$ cat src/rtl/exu_alu_seq.sv
// Execute-side ALU: single-cycle add/compare/logic ops and an iterative 1-bit-per-cycle shifter,
// with a registered GPR writeback held under valid/ready backpressure.
module exu_alu_seq #(
  parameter int unsigned XLEN   = 32,
  parameter int unsigned OPC_W  = 4,
  parameter int unsigned GPR_AW = 5
) (
  input  logic              clk,
  input  logic              rst,
  input  logic              flush,
  input  logic              in_valid,
  output logic              in_ready,
  input  logic [OPC_W-1:0]  in_opcode,
  input  logic [XLEN-1:0]   in_src1,
  input  logic [XLEN-1:0]   in_src2,
  input  logic [GPR_AW-1:0] in_waddr,
  input  logic              in_wen,
  output logic              wb_valid,
  input  logic              wb_ready,
  output logic [GPR_AW-1:0] wb_waddr,
  output logic [XLEN-1:0]   wb_wdata,
  output logic              wb_wen,
  output logic              wb_illegal,
  output logic              busy
);

  localparam logic [OPC_W-1:0] AluOpcAdd   = OPC_W'(0);
  localparam logic [OPC_W-1:0] AluOpcLessS = OPC_W'(1);
  localparam logic [OPC_W-1:0] AluOpcLessU = OPC_W'(2);
  localparam logic [OPC_W-1:0] AluOpcXor   = OPC_W'(3);
  localparam logic [OPC_W-1:0] AluOpcOr    = OPC_W'(4);
  localparam logic [OPC_W-1:0] AluOpcAnd   = OPC_W'(5);
  localparam logic [OPC_W-1:0] AluOpcSl    = OPC_W'(6);
  localparam logic [OPC_W-1:0] AluOpcSrl   = OPC_W'(7);
  localparam logic [OPC_W-1:0] AluOpcSra   = OPC_W'(8);

  typedef enum logic [0:0] {StIdle, StShift} state_e;

  state_e              state_q, state_d;
  logic [XLEN-1:0]     acc_q, acc_d, acc_shifted;
  logic [4:0]          cnt_q, cnt_d;
  logic                dir_q, dir_d;      // 1: right shift
  logic                arith_q, arith_d;
  logic [GPR_AW-1:0]   sh_waddr_q, sh_waddr_d;
  logic                sh_wen_q, sh_wen_d;
  logic                wb_valid_q, wb_valid_d;
  logic [GPR_AW-1:0]   wb_waddr_q, wb_waddr_d;
  logic [XLEN-1:0]     wb_wdata_q, wb_wdata_d;
  logic                wb_wen_q, wb_wen_d;
  logic                wb_illegal_q, wb_illegal_d;

  logic                accept;
  logic                wen_eff;
  logic [4:0]          shamt;
  logic                is_shift;
  logic                illegal;
  logic [XLEN-1:0]     op_result;

  assign shamt    = in_src2[4:0];
  assign wen_eff  = in_wen && (in_waddr != '0);
  assign in_ready = (state_q == StIdle) && (!wb_valid_q || wb_ready) && !flush;
  assign accept   = in_valid && in_ready;

  // Single-cycle result; zero-amount shifts also resolve here.
  always_comb begin
    op_result = '0;
    is_shift  = 1'b0;
    illegal   = 1'b0;
    unique case (in_opcode)
      AluOpcAdd:   op_result = in_src1 + in_src2;
      AluOpcLessS: op_result = XLEN'($signed(in_src1) < $signed(in_src2));
      AluOpcLessU: op_result = XLEN'(in_src1 < in_src2);
      AluOpcXor:   op_result = in_src1 ^ in_src2;
      AluOpcOr:    op_result = in_src1 | in_src2;
      AluOpcAnd:   op_result = in_src1 & in_src2;
      AluOpcSl, AluOpcSrl, AluOpcSra: begin
        op_result = in_src1;
        is_shift  = 1'b1;
      end
      default:     illegal = 1'b1;
    endcase
  end

  always_comb begin
    state_d      = state_q;
    acc_d        = acc_q;
    cnt_d        = cnt_q;
    dir_d        = dir_q;
    arith_d      = arith_q;
    sh_waddr_d   = sh_waddr_q;
    sh_wen_d     = sh_wen_q;
    wb_valid_d   = wb_valid_q;
    wb_waddr_d   = wb_waddr_q;
    wb_wdata_d   = wb_wdata_q;
    wb_wen_d     = wb_wen_q;
    wb_illegal_d = wb_illegal_q;
    acc_shifted  = dir_q ? {arith_q & acc_q[XLEN-1], acc_q[XLEN-1:1]}
                         : {acc_q[XLEN-2:0], 1'b0};

    if (wb_valid_q && wb_ready) wb_valid_d = 1'b0;

    unique case (state_q)
      StIdle: begin
        if (accept) begin
          if (is_shift && (shamt != 5'd0)) begin
            state_d    = StShift;
            acc_d      = in_src1;
            cnt_d      = shamt;
            dir_d      = (in_opcode != AluOpcSl);
            arith_d    = (in_opcode == AluOpcSra);
            sh_waddr_d = in_waddr;
            sh_wen_d   = wen_eff;
          end else begin
            wb_valid_d   = 1'b1;
            wb_waddr_d   = in_waddr;
            wb_wdata_d   = op_result;
            wb_wen_d     = wen_eff && !illegal;
            wb_illegal_d = illegal;
          end
        end
      end
      StShift: begin
        acc_d = acc_shifted;
        cnt_d = cnt_q - 5'd1;
        // Output was drained at accept, so the register is free on completion.
        if (cnt_q == 5'd1) begin
          state_d      = StIdle;
          wb_valid_d   = 1'b1;
          wb_waddr_d   = sh_waddr_q;
          wb_wdata_d   = acc_shifted;
          wb_wen_d     = sh_wen_q;
          wb_illegal_d = 1'b0;
        end
      end
      default: state_d = StIdle;
    endcase

    if (flush) begin
      wb_valid_d = 1'b0;
      state_d    = StIdle;
      cnt_d      = 5'd0;
    end
  end

  always_ff @(posedge clk) begin
    if (rst) begin
      state_q      <= StIdle;
      acc_q        <= '0;
      cnt_q        <= '0;
      dir_q        <= 1'b0;
      arith_q      <= 1'b0;
      sh_waddr_q   <= '0;
      sh_wen_q     <= 1'b0;
      wb_valid_q   <= 1'b0;
      wb_waddr_q   <= '0;
      wb_wdata_q   <= '0;
      wb_wen_q     <= 1'b0;
      wb_illegal_q <= 1'b0;
    end else begin
      state_q      <= state_d;
      acc_q        <= acc_d;
      cnt_q        <= cnt_d;
      dir_q        <= dir_d;
      arith_q      <= arith_d;
      sh_waddr_q   <= sh_waddr_d;
      sh_wen_q     <= sh_wen_d;
      wb_valid_q   <= wb_valid_d;
      wb_waddr_q   <= wb_waddr_d;
      wb_wdata_q   <= wb_wdata_d;
      wb_wen_q     <= wb_wen_d;
      wb_illegal_q <= wb_illegal_d;
    end
  end

  assign wb_valid   = wb_valid_q;
  assign wb_waddr   = wb_waddr_q;
  assign wb_wdata   = wb_wdata_q;
  assign wb_wen     = wb_wen_q;
  assign wb_illegal = wb_illegal_q;
  assign busy       = (state_q != StIdle) || wb_valid_q;

endmodule
$ cat config.mk
export PLATFORM = sky130hd
export DESIGN_NAME = exu_alu_seq
export DESIGN_NICKNAME = d
export VERILOG_FILES = /design/src/rtl/exu_alu_seq.sv
export SDC_FILE = /design/constraint.sdc
export NUM_CORES = 1
export LEC_CHECK = 0
export ABC_AREA = 1
export BUFFER_PORTS_ARGS = -buffer_cell sky130_fd_sc_hd__buf_2
export CORE_ASPECT_RATIO = 0.6
export CORE_UTILIZATION = 35
export DETAILED_ROUTE_END_ITERATION = 10
export PLACE_DENSITY_LB_ADDON = 0.1
export RECOVER_POWER = 50
export SLEW_MARGIN = 20
export SYNTH_ARGS = -nofsm -noshare
export SYNTH_HDL_FRONTEND = slang
export SYNTH_SLANG_ARGS = --single-unit
$ cat constraint.sdc
create_clock -name clk -period 3 [get_ports clk]
set_clock_uncertainty 0.05 [all_clocks]
set_input_delay 0.6 -clock clk [delete_from_list [all_inputs] [get_ports clk]]
set_output_delay 0.6 -clock clk [all_outputs]
set_load 0.01 [all_outputs]
# ---- Yosys cells after proc, flatten, opt, wreduce, memory -nomap -nowiden
# Index checks and enable logic that the tools add are counted.
dict set report word_totals {
  register_bits 86
  wordCells 90
  input_bits 79
  output_inout_bits 42
}
dict set report classes {
  magnitude_cmp 2
  n_mux 35
  n_reduce_logical 20
  n_addsub 2
  bitwise 5
  n_eq_ne 14
}
# op count
set op_table {}
lappend op_table {{$pmux W32 S7} 1}
lappend op_table {{$mux W32} 6}
lappend op_table {{$pmux W32 S2} 2}
lappend op_table {{$lt A32 B32 Y1} 2}
lappend op_table {{$add A32 B32 Y32} 1}
lappend op_table {{$and A32 B32 Y32} 1}
lappend op_table {{$or A32 B32 Y32} 1}
lappend op_table {{$xor A32 B32 Y32} 1}
lappend op_table {{$mux W5} 5}
lappend op_table {{$pmux W5 S2} 2}
lappend op_table {{$eq A4 B3 Y1 const B} 4}
lappend op_table {{$mux W1} 15}
lappend op_table {{$reduce_bool A5 Y1} 2}
lappend op_table {{$reduce_or A9 Y1} 1}
lappend op_table {{$eq A4 B2 Y1 const B} 2}
lappend op_table {{$pmux W1 S2} 4}
lappend op_table {{$logic_and A1 B1 Y1} 7}
lappend op_table {{$reduce_and A3 Y1} 2}
lappend op_table {{$eq A5 B1 Y1 const B} 1}
lappend op_table {{$sub A5 B1 Y5 const B} 1}
lappend op_table {{$eq A4 B1 Y1 const B} 1}
lappend op_table {{$eq A4 B4 Y1 const B} 1}
lappend op_table {{$logic_not A4 Y1} 1}
lappend op_table {{$ne A2 B1 Y1 const B} 2}
lappend op_table {{9 further kinds} 12}

# ---- Longest topological paths before layout
dict set report depth {
  word_depth 7
  depth_mapped 17
  mapped_depth_nobuf 17
}

# ---- Worst setup path before layout
# Ideal clock, no wire load.
dict set report synth_path {
  kind {input port to flip-flop}
  startpoint {in in_src1[0]}
  endpoint {reg wb_wdata_q[30], in the netlist wb_wdata[30]}
  required_ns 2.880
  t_arrival_ns 2.167
  setup_ns 0.070
  path_buffers 0
  setup_slack_ns 0.713
  path_stages 15
  cell_sequence {ha_1 fa_1 nand3_1 nand2_1 nand3_1 nand2_1 nand2_1 nand2_1 nand2_1 nand2_1 nand2_1 nand3_1 nand2_1 nand2_1 a21oi_1}
}
dict set report synth_via {
  elab_chain_cells 5
}
# item line_no
set synth_rtl {}
lappend synth_rtl {{start: declaration} 14} ;# input logic [XLEN-1:0] in_src1,
lappend synth_rtl {{$add A32 B32 Y32} 70} ;# AluOpcAdd: op_result = in_src1 + in_src2;
lappend synth_rtl {{$pmux W32 S7} 69} ;# unique case (in_opcode)
lappend synth_rtl {{$mux W32} 105} ;# if (is_shift && (shamt != 5'd0)) begin
lappend synth_rtl {{$mux W32} 104} ;# if (accept) begin
lappend synth_rtl {{$pmux W32 S2} 102} ;# unique case (state_q)
lappend synth_rtl {{end signal: assignment} 169} ;# wb_wdata_q <= wb_wdata_d;
lappend synth_rtl {{end: declaration} 48} ;# logic [XLEN-1:0] wb_wdata_q, wb_wdata_d;
# No other way between the ends. The select of a mux whose other input is x is not followed.
# A chain may end at the register's enable or synchronous reset.

# ---- Final worst setup path
dict set report layout_path {
  startpoint {in in_opcode[1]}
  endpoint {reg wb_wdata_q[21], in the netlist wb_wdata[21]}
}
dict set report layout_via {
  elab_chain_cells 6
  word_cells_on_any_way 18
  classes_between {eq/ne (9); mux (5); reduce/logical (4)}
}
# item line_no
set layout_rtl {}
lappend layout_rtl {{start: declaration} 13} ;# input logic [OPC_W-1:0] in_opcode,
lappend layout_rtl {{$eq A4 B4 Y1 or $eq A4 B3 Y1 (tied branches)} 69}
lappend layout_rtl {{$reduce_or A3 Y1} 69}
lappend layout_rtl {{$pmux W32 S7 or $mux W1 (tied branches)} 69}
lappend layout_rtl {{$mux W32 or $logic_and A1 B1 Y1 (tied branches)} 105}
lappend layout_rtl {{$mux W32 or $ne A2 B2 Y1 (tied branches)} n/a}
lappend layout_rtl {{$pmux W32 S2 or $reduce_and A3 Y1 (tied branches)} n/a}
# Several ways; a longest one is shown, not always the timed one. The select of a mux whose other input is x is not followed.

==> results by group <==
Clock network
  – Post-CTS Resized: 0
  – Longest Clk Path Bufs: 2
  – Count of clock tree sinks: 86
  – Insertion delay of the later-clocked pin in the worst-skew pair: 370 ps
  – Post-CTS Hold Buffers: 0
  – CTS buffer count: 9
  – Clock slew at reported path FFs: 70 ps
  – CTS H-Tree Depth: 3
  – Clock tree root driver cell: sky130_fd_sc_hd__clkbuf_16
  – Setup repair bufs after CTS: 0
  – TritonCTS clock tree: done

GRT
  – Global route overflow: 0
  – All-Layer GR Usage: 27.60%
  – First-pass GRT wire length: 51090 um
  – Largest net degree at the start of global routing: 43
  – Antenna violations before repair: 0
  – Via count of the first global-routing pass: 8543

Critical path
  – Most prevalent standard cell on the critical path: sky130_fd_sc_hd__nor2_1
  – Slowest library cell on the worst path: sky130_fd_sc_hd__inv_1
  – Arrival time worst endpoint: 2950 ps
  – CP Capture Type: flip-flop
  – Crit path launch type: input port
  – Critical setup path kind: in -> reg
  – Sequence of cells on the critical path: buf_2 -> nor2_1 -> nand2_2 -> nor2_1 -> a21oi_1 -> inv_1 -> o21ai_4 -> nand3_1 -> nand2_1 -> inv_1 -> buf_12 -> nor2_1 -> a21oi_1
  – Maximum fanout along the worst path: 19
  – Max incr delay on CP: 730 ps
  – Required time of the critical path: 3240 ps

Routing
  – Average wire per cell in the routed design: 19.01 um
  – Detailed-route wire length: 33640 um
  – Vias: 9600
  – ANT nets after route: 0
  – Via density per instance: 5.424
  – Number of DRC markers in iteration 0: 1011
  – Pre-Repair DR Iteration Count: 5
  – Total DRC errors in the routed layout: 0

Die
  – Die boundary height: 121.4 um
  – Placeable core area: 23190 um2
  – Die outline area: 24400 um2
  – Effective utilization at floorplan: 35.87%
  – Die Width: 201.0 um
  – I/O pin total: 121
  – Row Count: 43

Cells and area
  – Layout overhead on the synthesized area: 15.24%
  – Layout cell share with drive strength beyond 1: 10.72%
  – Fin cells: 1770
  – Final Net Count: 1629
  – Number of inserted diodes: 0

Synth
  – Register bit total from synthesis: 86
  – Syn nets: 1518
  – Mean Syn Cell Area: 6.207 um2
  – Main area contributors after synthesis: sky130_fd_sc_hd__dfxtp_1, sky130_fd_sc_hd__ha_1, sky130_fd_sc_hd__nand2_1
  – Share of synthesized area occupied by flip-flops and latches: 20.70%
  – Distinct cells, synth: 51
  – Share of synthesized flip-flops with an asynchronous set or reset: 0%
  – Post-synthesis cell count: 1340
  – Synth top area share: 20.70%
  – EDFF count, synth: 0
  – Dominant cell by count in the synthesized netlist: sky130_fd_sc_hd__nand2_1
  – Post-synth design cell area: 8317 um2
  – Post-synth top cells: sky130_fd_sc_hd__nand2_1, sky130_fd_sc_hd__inv_1, sky130_fd_sc_hd__a21oi_1
  – Most area-hungry cell type in the Yosys netlist: sky130_fd_sc_hd__dfxtp_1
  – Primary flip-flop cell chosen by synthesis mapping: sky130_fd_sc_hd__dfxtp_1
  – Count of yosys warnings during synthesis: 0

Timing
  – Final Hold Viols: 0
  – Final setup violation count: 0
  – Achievable Freq: 368.7 MHz
  – Setup repair after global routing missed its margin: no
  – Clock period minus worst slack: 2712 ps
  – Total negative slack for setup checks: 0 ps
  – Final count of pins violating max slew: 0
  – Least-Margin Pin Slew: 998.5 ps
  – Slew margin rel.: 33.36%
  – Final cycle utilization of the critical path: 90.41%

Placed design
  – DP Wirelength: 25740 um
  – GPL Wtd Cong: 1.041
  – Instance count after placement with tap cells included: 1755
  – IO Port Bufs: 120

Min path
  – Hold/Removal Path Class: reg -> reg

Power
  – VDD IR max: 269.8 uV
  – Power per Cell Area: 378.2 nW/um2
  – P_leak: 4.775 nW

Outcome
  – Result of the run: finished clean

Flow run
  – Max cap viols: 0
## flip-flops by register name, summed over array words and instances, names as in the netlist, 5 cells and up
| name | cells |
|---|---|
| sh_waddr_q | 5 |
| cnt_q | 5 |
| wb_wdata | 32 |
| wb_waddr | 5 |
| acc_q | 32 |
## power by group
part           switching, mW  internal [mW]
Clock                  0.536          0.750
Sequential            0.0367           1.20
Combinational          0.745          0.357
## cell type report
cell class                      instances  area [um2]
Fill cell                            2626       13600
Timing Repair Buffer                  156       838.3
Clock buffer                           10       239.0
Tap cell                              315       394.1
Inverter                              178       670.6
Clock inverter                          5       83.83
Multi-Input combinational cell       1020        5637
Sequential cell                        86        1722
## path summary, 6_finish.rpt
check | from | end | slack, ps | depth (start not counted)
worst min register to register | arith_q | arith_q | 420 | 2
worst min-delay path | arith_q | arith_q | 420 | 2
worst max register to register | wb_valid | acc_q[4] | 520 | 9
worst max-delay path | in_opcode[1] | wb_wdata[21] | 290 | 13
## per-stage QoR
stage	total power, mW	cell area (um2)	setup WS [ps]	utilization, %	hold slack [ps]
floorplan	1.927	8317	713.4	-	390.0
global placement	2.353	9360	-21.15	40.37	399.7
detailed placement	2.350	9360	-42.38	40.37	403.7
CTS	3.629	9683	344.7	41.76	417.1
global route	3.811	9584	125.8	41.33	428.5
finish	3.625	9584	287.8	41.33	416.9
## kinds of logic (layout without fill, tap and decap cells)
family	after synthesis	in the layout	synth area share, %
AO/OA/AOI/OAI	373	373	25.50
AND/OR/NAND/NOR	545	545	27.29
adder cells (fa/ha/maj)	99	99	14.98
flip-flops	86	86	20.70
buffers and inverters	234	349	11.21
XOR/XNOR	3	3	0.3160
## cells in the final DEF, fill, tap and decap left out, drive strengths merged, types with 3 or more instances in the layout
cell and n:
clkbuf 53, a21oi 157, nand4 10, a211oi 8, nor2 154, a31oi 12, nand3 70, nand2 287
nor3 14, o211ai 4, o21bai 3, or2 4, inv 178, buf 113, o21ai 128, ha 98
o22ai 24, a221oi 22, dfxtp 86, o2111ai 3
## metal layers
layer  GRT usage (%)  vias up  share of wire, %
met3           5.612       36               8.7
met5               0        -                 0
met4           6.345        0               1.6
met1           42.89     4471                51
met2           37.61      416                39
li1                -     4677                 -
## worst max-delay path: cells and delay by family
family          cells  cell delay (ps)
compound gates      3              360
buf+inv             4             1250
simple gates        6              740
No activity file was read; power rests on OpenSTA's default activity.
